===== src/rtl/ifm_rowbuf_ctrl.sv =====
// Input-feature-map row buffer: streams rows into a RAM ring of slots
// and replays complete rows in order through a 2-entry output FIFO.
module ifm_rowbuf_ctrl #(
  parameter int DW            = 32,
  parameter int AW            = 11,
  parameter int ROW_SLOTS     = 3,
  parameter int MAX_ROW_WORDS = 512
) (
  input  logic          clk,
  input  logic          rst,
  input  logic          start,
  input  logic [9:0]    cfg_row_words,
  input  logic [15:0]   cfg_num_rows,
  output logic          busy,
  output logic          done,
  input  logic          s_valid,
  input  logic [DW-1:0] s_data,
  output logic          s_ready,
  output logic          m_valid,
  output logic [DW-1:0] m_data,
  output logic          m_last,
  input  logic          m_ready,
  output logic          ram_ena,
  output logic          ram_wea,
  output logic [AW-1:0] ram_addra,
  output logic [DW-1:0] ram_dia,
  output logic          ram_enb,
  output logic [AW-1:0] ram_addrb,
  input  logic [DW-1:0] ram_dob
);

  localparam int SW = (ROW_SLOTS > 1) ? $clog2(ROW_SLOTS) : 1;
  localparam int OW = $clog2(ROW_SLOTS + 1);

  typedef enum logic {IDLE, RUN} state_t;

  state_t        state_q, state_d;
  logic [9:0]    rw_q;
  logic [15:0]   nr_q;
  logic [9:0]    wcol_q, rcol_q;
  logic [SW-1:0] wslot_q, rslot_q;
  logic [15:0]   rows_wr_q, rows_iss_q, rows_rd_q;
  logic [OW-1:0] occ_q;
  logic [DW:0]   fifo_q [2];
  logic          wp_q, rp_q;
  logic [1:0]    cnt_q;
  logic          infl_q, infl_last_q;
  logic          done_q;

  logic          run, cfg_zero, go;
  logic          wr_fire, wr_end, rd_fire, rd_end;
  logic          pop, rel, frame_end;
  logic [AW-1:0] wr_addr, rd_addr;

  always_comb begin
    run       = (state_q == RUN);
    cfg_zero  = (cfg_row_words == 10'd0) || (cfg_num_rows == 16'd0);
    go        = !run && start && !cfg_zero;
    s_ready   = run && (occ_q < OW'(ROW_SLOTS)) && (rows_wr_q < nr_q);
    wr_fire   = s_valid && s_ready;
    wr_end    = (wcol_q == rw_q - 10'd1);
    m_valid   = (cnt_q != 2'd0);
    {m_last, m_data} = fifo_q[rp_q];
    pop       = m_valid && m_ready;
    rel       = pop && m_last;
    frame_end = rel && (rows_rd_q == nr_q - 16'd1);
    // a word popped this cycle frees its FIFO seat for the read issued now
    rd_fire   = run && (occ_q != '0) && (rows_iss_q < rows_wr_q) &&
                (rows_rd_q < nr_q) &&
                ({1'b0, cnt_q} + {2'b0, infl_q}) < (3'd2 + {2'b0, pop});
    rd_end    = (rcol_q == rw_q - 10'd1);
    wr_addr   = AW'(wslot_q) * AW'(MAX_ROW_WORDS) + AW'(wcol_q);
    rd_addr   = AW'(rslot_q) * AW'(MAX_ROW_WORDS) + AW'(rcol_q);
    ram_ena   = wr_fire;
    ram_wea   = wr_fire;
    ram_addra = wr_fire ? wr_addr : '0;
    ram_dia   = wr_fire ? s_data : '0;
    ram_enb   = rd_fire;
    ram_addrb = rd_fire ? rd_addr : '0;
    busy      = run;
    done      = done_q;
  end

  always_comb begin
    state_d = state_q;
    unique case (state_q)
      IDLE: if (go) state_d = RUN;
      RUN:  if (frame_end) state_d = IDLE;
      default: state_d = IDLE;
    endcase
  end

  always_ff @(posedge clk) begin
    if (rst) begin
      state_q <= IDLE;
    end else begin
      state_q <= state_d;
    end
  end

  always_ff @(posedge clk) begin
    if (rst) begin
      rw_q        <= '0;
      nr_q        <= '0;
      wcol_q      <= '0;
      rcol_q      <= '0;
      wslot_q     <= '0;
      rslot_q     <= '0;
      rows_wr_q   <= '0;
      rows_iss_q  <= '0;
      rows_rd_q   <= '0;
      occ_q       <= '0;
      fifo_q[0]   <= '0;
      fifo_q[1]   <= '0;
      wp_q        <= 1'b0;
      rp_q        <= 1'b0;
      cnt_q       <= '0;
      infl_q      <= 1'b0;
      infl_last_q <= 1'b0;
      done_q      <= 1'b0;
    end else begin
      done_q <= (!run && start && cfg_zero) || frame_end;
      if (go) begin
        rw_q        <= cfg_row_words;
        nr_q        <= cfg_num_rows;
        wcol_q      <= '0;
        rcol_q      <= '0;
        wslot_q     <= '0;
        rslot_q     <= '0;
        rows_wr_q   <= '0;
        rows_iss_q  <= '0;
        rows_rd_q   <= '0;
        occ_q       <= '0;
        wp_q        <= 1'b0;
        rp_q        <= 1'b0;
        cnt_q       <= '0;
        infl_q      <= 1'b0;
        infl_last_q <= 1'b0;
      end else begin
        if (wr_fire) begin
          if (wr_end) begin
            wcol_q    <= '0;
            wslot_q   <= (wslot_q == SW'(ROW_SLOTS - 1)) ? '0 : wslot_q + SW'(1);
            rows_wr_q <= rows_wr_q + 16'd1;
          end else begin
            wcol_q <= wcol_q + 10'd1;
          end
        end
        if (rd_fire) begin
          if (rd_end) begin
            rcol_q     <= '0;
            rslot_q    <= (rslot_q == SW'(ROW_SLOTS - 1)) ? '0 : rslot_q + SW'(1);
            rows_iss_q <= rows_iss_q + 16'd1;
          end else begin
            rcol_q <= rcol_q + 10'd1;
          end
        end
        occ_q <= occ_q + OW'(wr_fire && wr_end) - OW'(rel);
        if (rel) rows_rd_q <= rows_rd_q + 16'd1;
        infl_q      <= rd_fire;
        infl_last_q <= rd_end;
        if (infl_q) begin
          fifo_q[wp_q] <= {infl_last_q, ram_dob};
          wp_q         <= ~wp_q;
        end
        if (pop) rp_q <= ~rp_q;
        cnt_q <= cnt_q + {1'b0, infl_q} - {1'b0, pop};
      end
    end
  end

endmodule


===== config.mk =====
export PLATFORM = sky130hd
export DESIGN_NAME = ifm_rowbuf_ctrl
export DESIGN_NICKNAME = d
export VERILOG_FILES = /design/src/rtl/ifm_rowbuf_ctrl.sv
export SDC_FILE = /design/constraint.sdc
export NUM_CORES = 1
export LEC_CHECK = 0
export CAP_MARGIN = 10
export CORE_MARGIN = 5
export CORE_UTILIZATION = 55
export CTS_BUF_LIST = sky130_fd_sc_hd__clkbuf_8
export DETAILED_ROUTE_END_ITERATION = 8
export DONT_BUFFER_PORTS = 1
export PLACE_DENSITY = 0.81
export REMOVE_ABC_BUFFERS = 1
export SLEW_MARGIN = 20
export SYNTH_ARGS = -nofsm -noshare
export SYNTH_HDL_FRONTEND = slang
export SYNTH_SLANG_ARGS = --single-unit

===== constraint.sdc =====
create_clock -name clk -period 3.7 [get_ports clk]
set_clock_uncertainty 0.2 [all_clocks]
set_input_delay 0.555 -clock clk [delete_from_list [all_inputs] [get_ports clk]]
set_output_delay 0.555 -clock clk [all_outputs]
set_load 0.1 [all_outputs]

==> results.md <==
- Port bufs: 0
- Vias/cell: 6.13
- R2r setup slk: 0.23 ns
- Failing checks: negative setup slack
- Commonest cells after routing, fill and taps aside: and2_1, dfxtp_1, nor2_1, edfxtp_1, a21oi_1
- Mean Syn Cell Area: 9.18 um2
- Share of cells above drive strength 1: 19.7%
- CP Class: reg -> out
- I/O pin total: 189
- Crit path launch: rows_wr_q[13]
- Unique cell type count in the Yosys netlist: 64
- Max transition margin: 37.8%
- CTS root buf: clkbuf_8
- Worst VDD drop: ~250 uV
- Most common cell after layout, fill and taps aside: and2_1
- Min cycle time layout: 3.83 ns
- Least-Margin Pin Slew: 0.932 ns
- Max Fclk: 261 MHz
- Htree depth: 4
- # fillers: 1360
- Final setup viols: 11
- Die height: 148 um
- Cell Pwr Density: 335 nW/um2
- Synthesized area: 10400 um2
- Total track usage: 24.9%
- Clock sinks: roughly 180
- Die Area: between 20000 and 25000 um2
- Cells after DPL: around 1400
- Die width: ~150 um
- Area growth, synth to finish: 22.0%
- Yosys reg bits: 175
- DR DRC count: 0
- CTS tree: done
- Antenna Nets Post-Route: 0
- Global-route wire length before repair: 44500 um
- TritonCTS Buffers: 17
- Skew-Pair Late Insertion Delay: 0.47 ns
- Cell taking the most area after synthesis: dfxtp_1
- Worst Setup Start Kind: flip-flop
- CP endpoint kind: primary output
- Leak pwr: 4.86 nW
- Hold Startpoint: cfg_row_words[2]
- Fin. max-slew vios: 0
- Post-synthesis cell count: ~1100
- Max-Cap Viols: 0
- DR iter-0 viols: 776
- Final design instance area without fill: ~13000 um2
- Final WS setup: -0.134 ns
- Dpl hpwl: about 20000 um
- Post-Route WL: about 28000 um
- Pre-CTS setup slack: 0.0473 ns
- Top-area cell type share of the netlist area: 21.0%
- Hold Path Class: in -> reg
- RSZ-0062 raised after global routing: yes
- Number of synthesized flops with an enable pin: 66
- Fin Setup TNS: -1.32 ns
- Clock-pin slew on the worst setup and hold paths: 0.10 ns
- Final #Nets: around 1400
- Final Hold Vio Count: 0
- Synth Flop Type: dfxtp_1
- Critical path peak fanout: 6
- Area after DPL: around 12000 um2
- WL/cell: 19.2 um
- CP Data Required Time: roughly 3 ns
- CTS max path bufs: 2
- Synth area leaders: dfxtp_1, edfxtp_1, and2_1
- Initial antenna violation count: 1
- FP Rows: 50
- Outcome: complete, but fails checks
- Hold WS: roughly 0.025 ns
- Total grt overflow: 0
- Finished Layout Cells: between 1000 and 1500
- Drt pass-1 iters: 5
- RR Startpoint: rw_q[1]
- Largest net degree at the start of global routing: 64
- Core ar.: 18600 um2
- Sequential area share after synthesis: 40.0%
- Async SR Flop Fraction: 0%
- CP arrival: 3.08 ns
- Vias in the first global route: 8506
- Crit share post-route: 104%
- Via Count: slightly below 9000
- GPL Wtd Cong: approximately 0.94
- Synth warn: 0
- Initial Utilization: 55.9%
-- cells in the mapped netlist (3+ instances only) --
master     count
o21ai_0       24
or3_1          8
a21oi_1       66
a211oi_1       4
nor4b_1        6
clkbuf_1      47
o31ai_1       20
inv_1         55
nand3b_1       3
o211ai_1       7
nand4_1       35
nand2_1       46
and4_1         8
a21o_1         6
xor2_1        27
buf_1          7
dfxtp_1      109
ha_1          61
nand2b_1       3
nor3b_1        3
a2111oi_0      3
buf_2          6
or4_1         22
nor4_1        14
or2_2          3
and3_1        20
mux2_2        32
a31oi_1        6
nor3_1        27
o311ai_0       3
and2_1       123
nor2b_1        8
nor2_1        98
edfxtp_1      66
xnor2_1       43
o41ai_1        3
nand3_1       35
o21a_1        13
clkbuf_2       3
mux2i_1       28
-- registers in the layout (all words and copies together) (netlist names), named ones only --
name / count
busy: 1
done: 1
rows_rd_q: 16
rp_q: 1
fifo_q: 66
occ_q: 2
nr_q: 16
rcol_q: 10
wcol_q: 10
cnt_q: 2
wp_q: 1
rslot_q: 2
rw_q: 10
wslot_q: 2
rows_iss_q: 16
rows_wr_q: 16
infl_q: 1
infl_last_q: 1
-- critical path, cell delays in order, from the launching register on --
cell     delay [ns]
dfxtp_2        0.34
inv_1          0.06
ha_1           0.32
a21o_1         0.17
a21o_1         0.20
a22o_1         0.24
or4_4          0.55
or2_4          0.30
buf_12         0.16
nor2_4         0.10
buf_12         0.18
-- worst paths after layout --
check                  end  depth (start not counted)
min                rw_q[2]                          2
min reg2reg  rows_iss_q[9]                          2
max reg2reg       occ_q[1]                         14
max           ram_addrb[3]                         10
-- report_power, final --
| group | internal (W) | switching, W | leakage [nW] |
|---|---|---|---|
| logic | 0.000261 | 0.000526 | 3.08 |
| registers | 0.00204 | 0.0000318 | 1.57 |
| clock network | 0.000584 | 0.000817 | 0.213 |
| total | 0.00288 | 0.00138 | 4.86 |
-- area by class of cell --
type	instances	area (um2)	share of cell area, %
diodes	1	2.50	0.0197
clock buffers	17	234	1.84
clock inverters	15	199	1.57
inverters	55	219	1.72
multi-input cells	838	5960	46.9
flip-flops and latches	175	4180	32.9
well taps	234	293	2.30
repair buffers	114	1620	12.8
-- metrics by stage --
stage	total power, W	utilization [%]
2_1_floorplan	0.00264	-
3_3_place_gp	0.00284	64.2
3_5_place_dp	0.00286	64.2
4_1_cts	0.00426	67.8
5_1_grt	0.00442	68.1
6_report	0.00426	68.2
-- what timing repair did --
item,in CTS,in global routing
endpoints found under the hold margin,28,0
endpoints found under the setup margin,52,58
pin swaps,5,3
hold buffers,1,0
buffers inserted,5,1
gates cloned,1,0
gates resized for setup,39,28
-- cell families (layout without fill, tap and decap cells) --
kind of cell             after synthesis  count (layout)  share of synthesized area [%]
AND/OR/NAND/NOR                      469             469                           24.9
adder cells (fa/ha/maj)               61              61                           7.33
AO/OA/AOI/OAI                        177             177                           10.9
multiplexers                          60              60                           6.15
flip-flops                           175             175                           40.0
XOR/XNOR                              71              71                           6.10
other                                  0               1                              0
buffers and inverters                121             201                           4.61
-- metal layers --
metal  up-vias  part of all wire (%)  GRT usage (%)
met5         -                     0              0
met1      4270                    40           32.2
met3        66                   8.7           6.32
met2       336                    49           40.9
met4         0                   2.6           8.34
li1       4208                     -              -
Note: power is estimated with default switching activity, not from simulation.
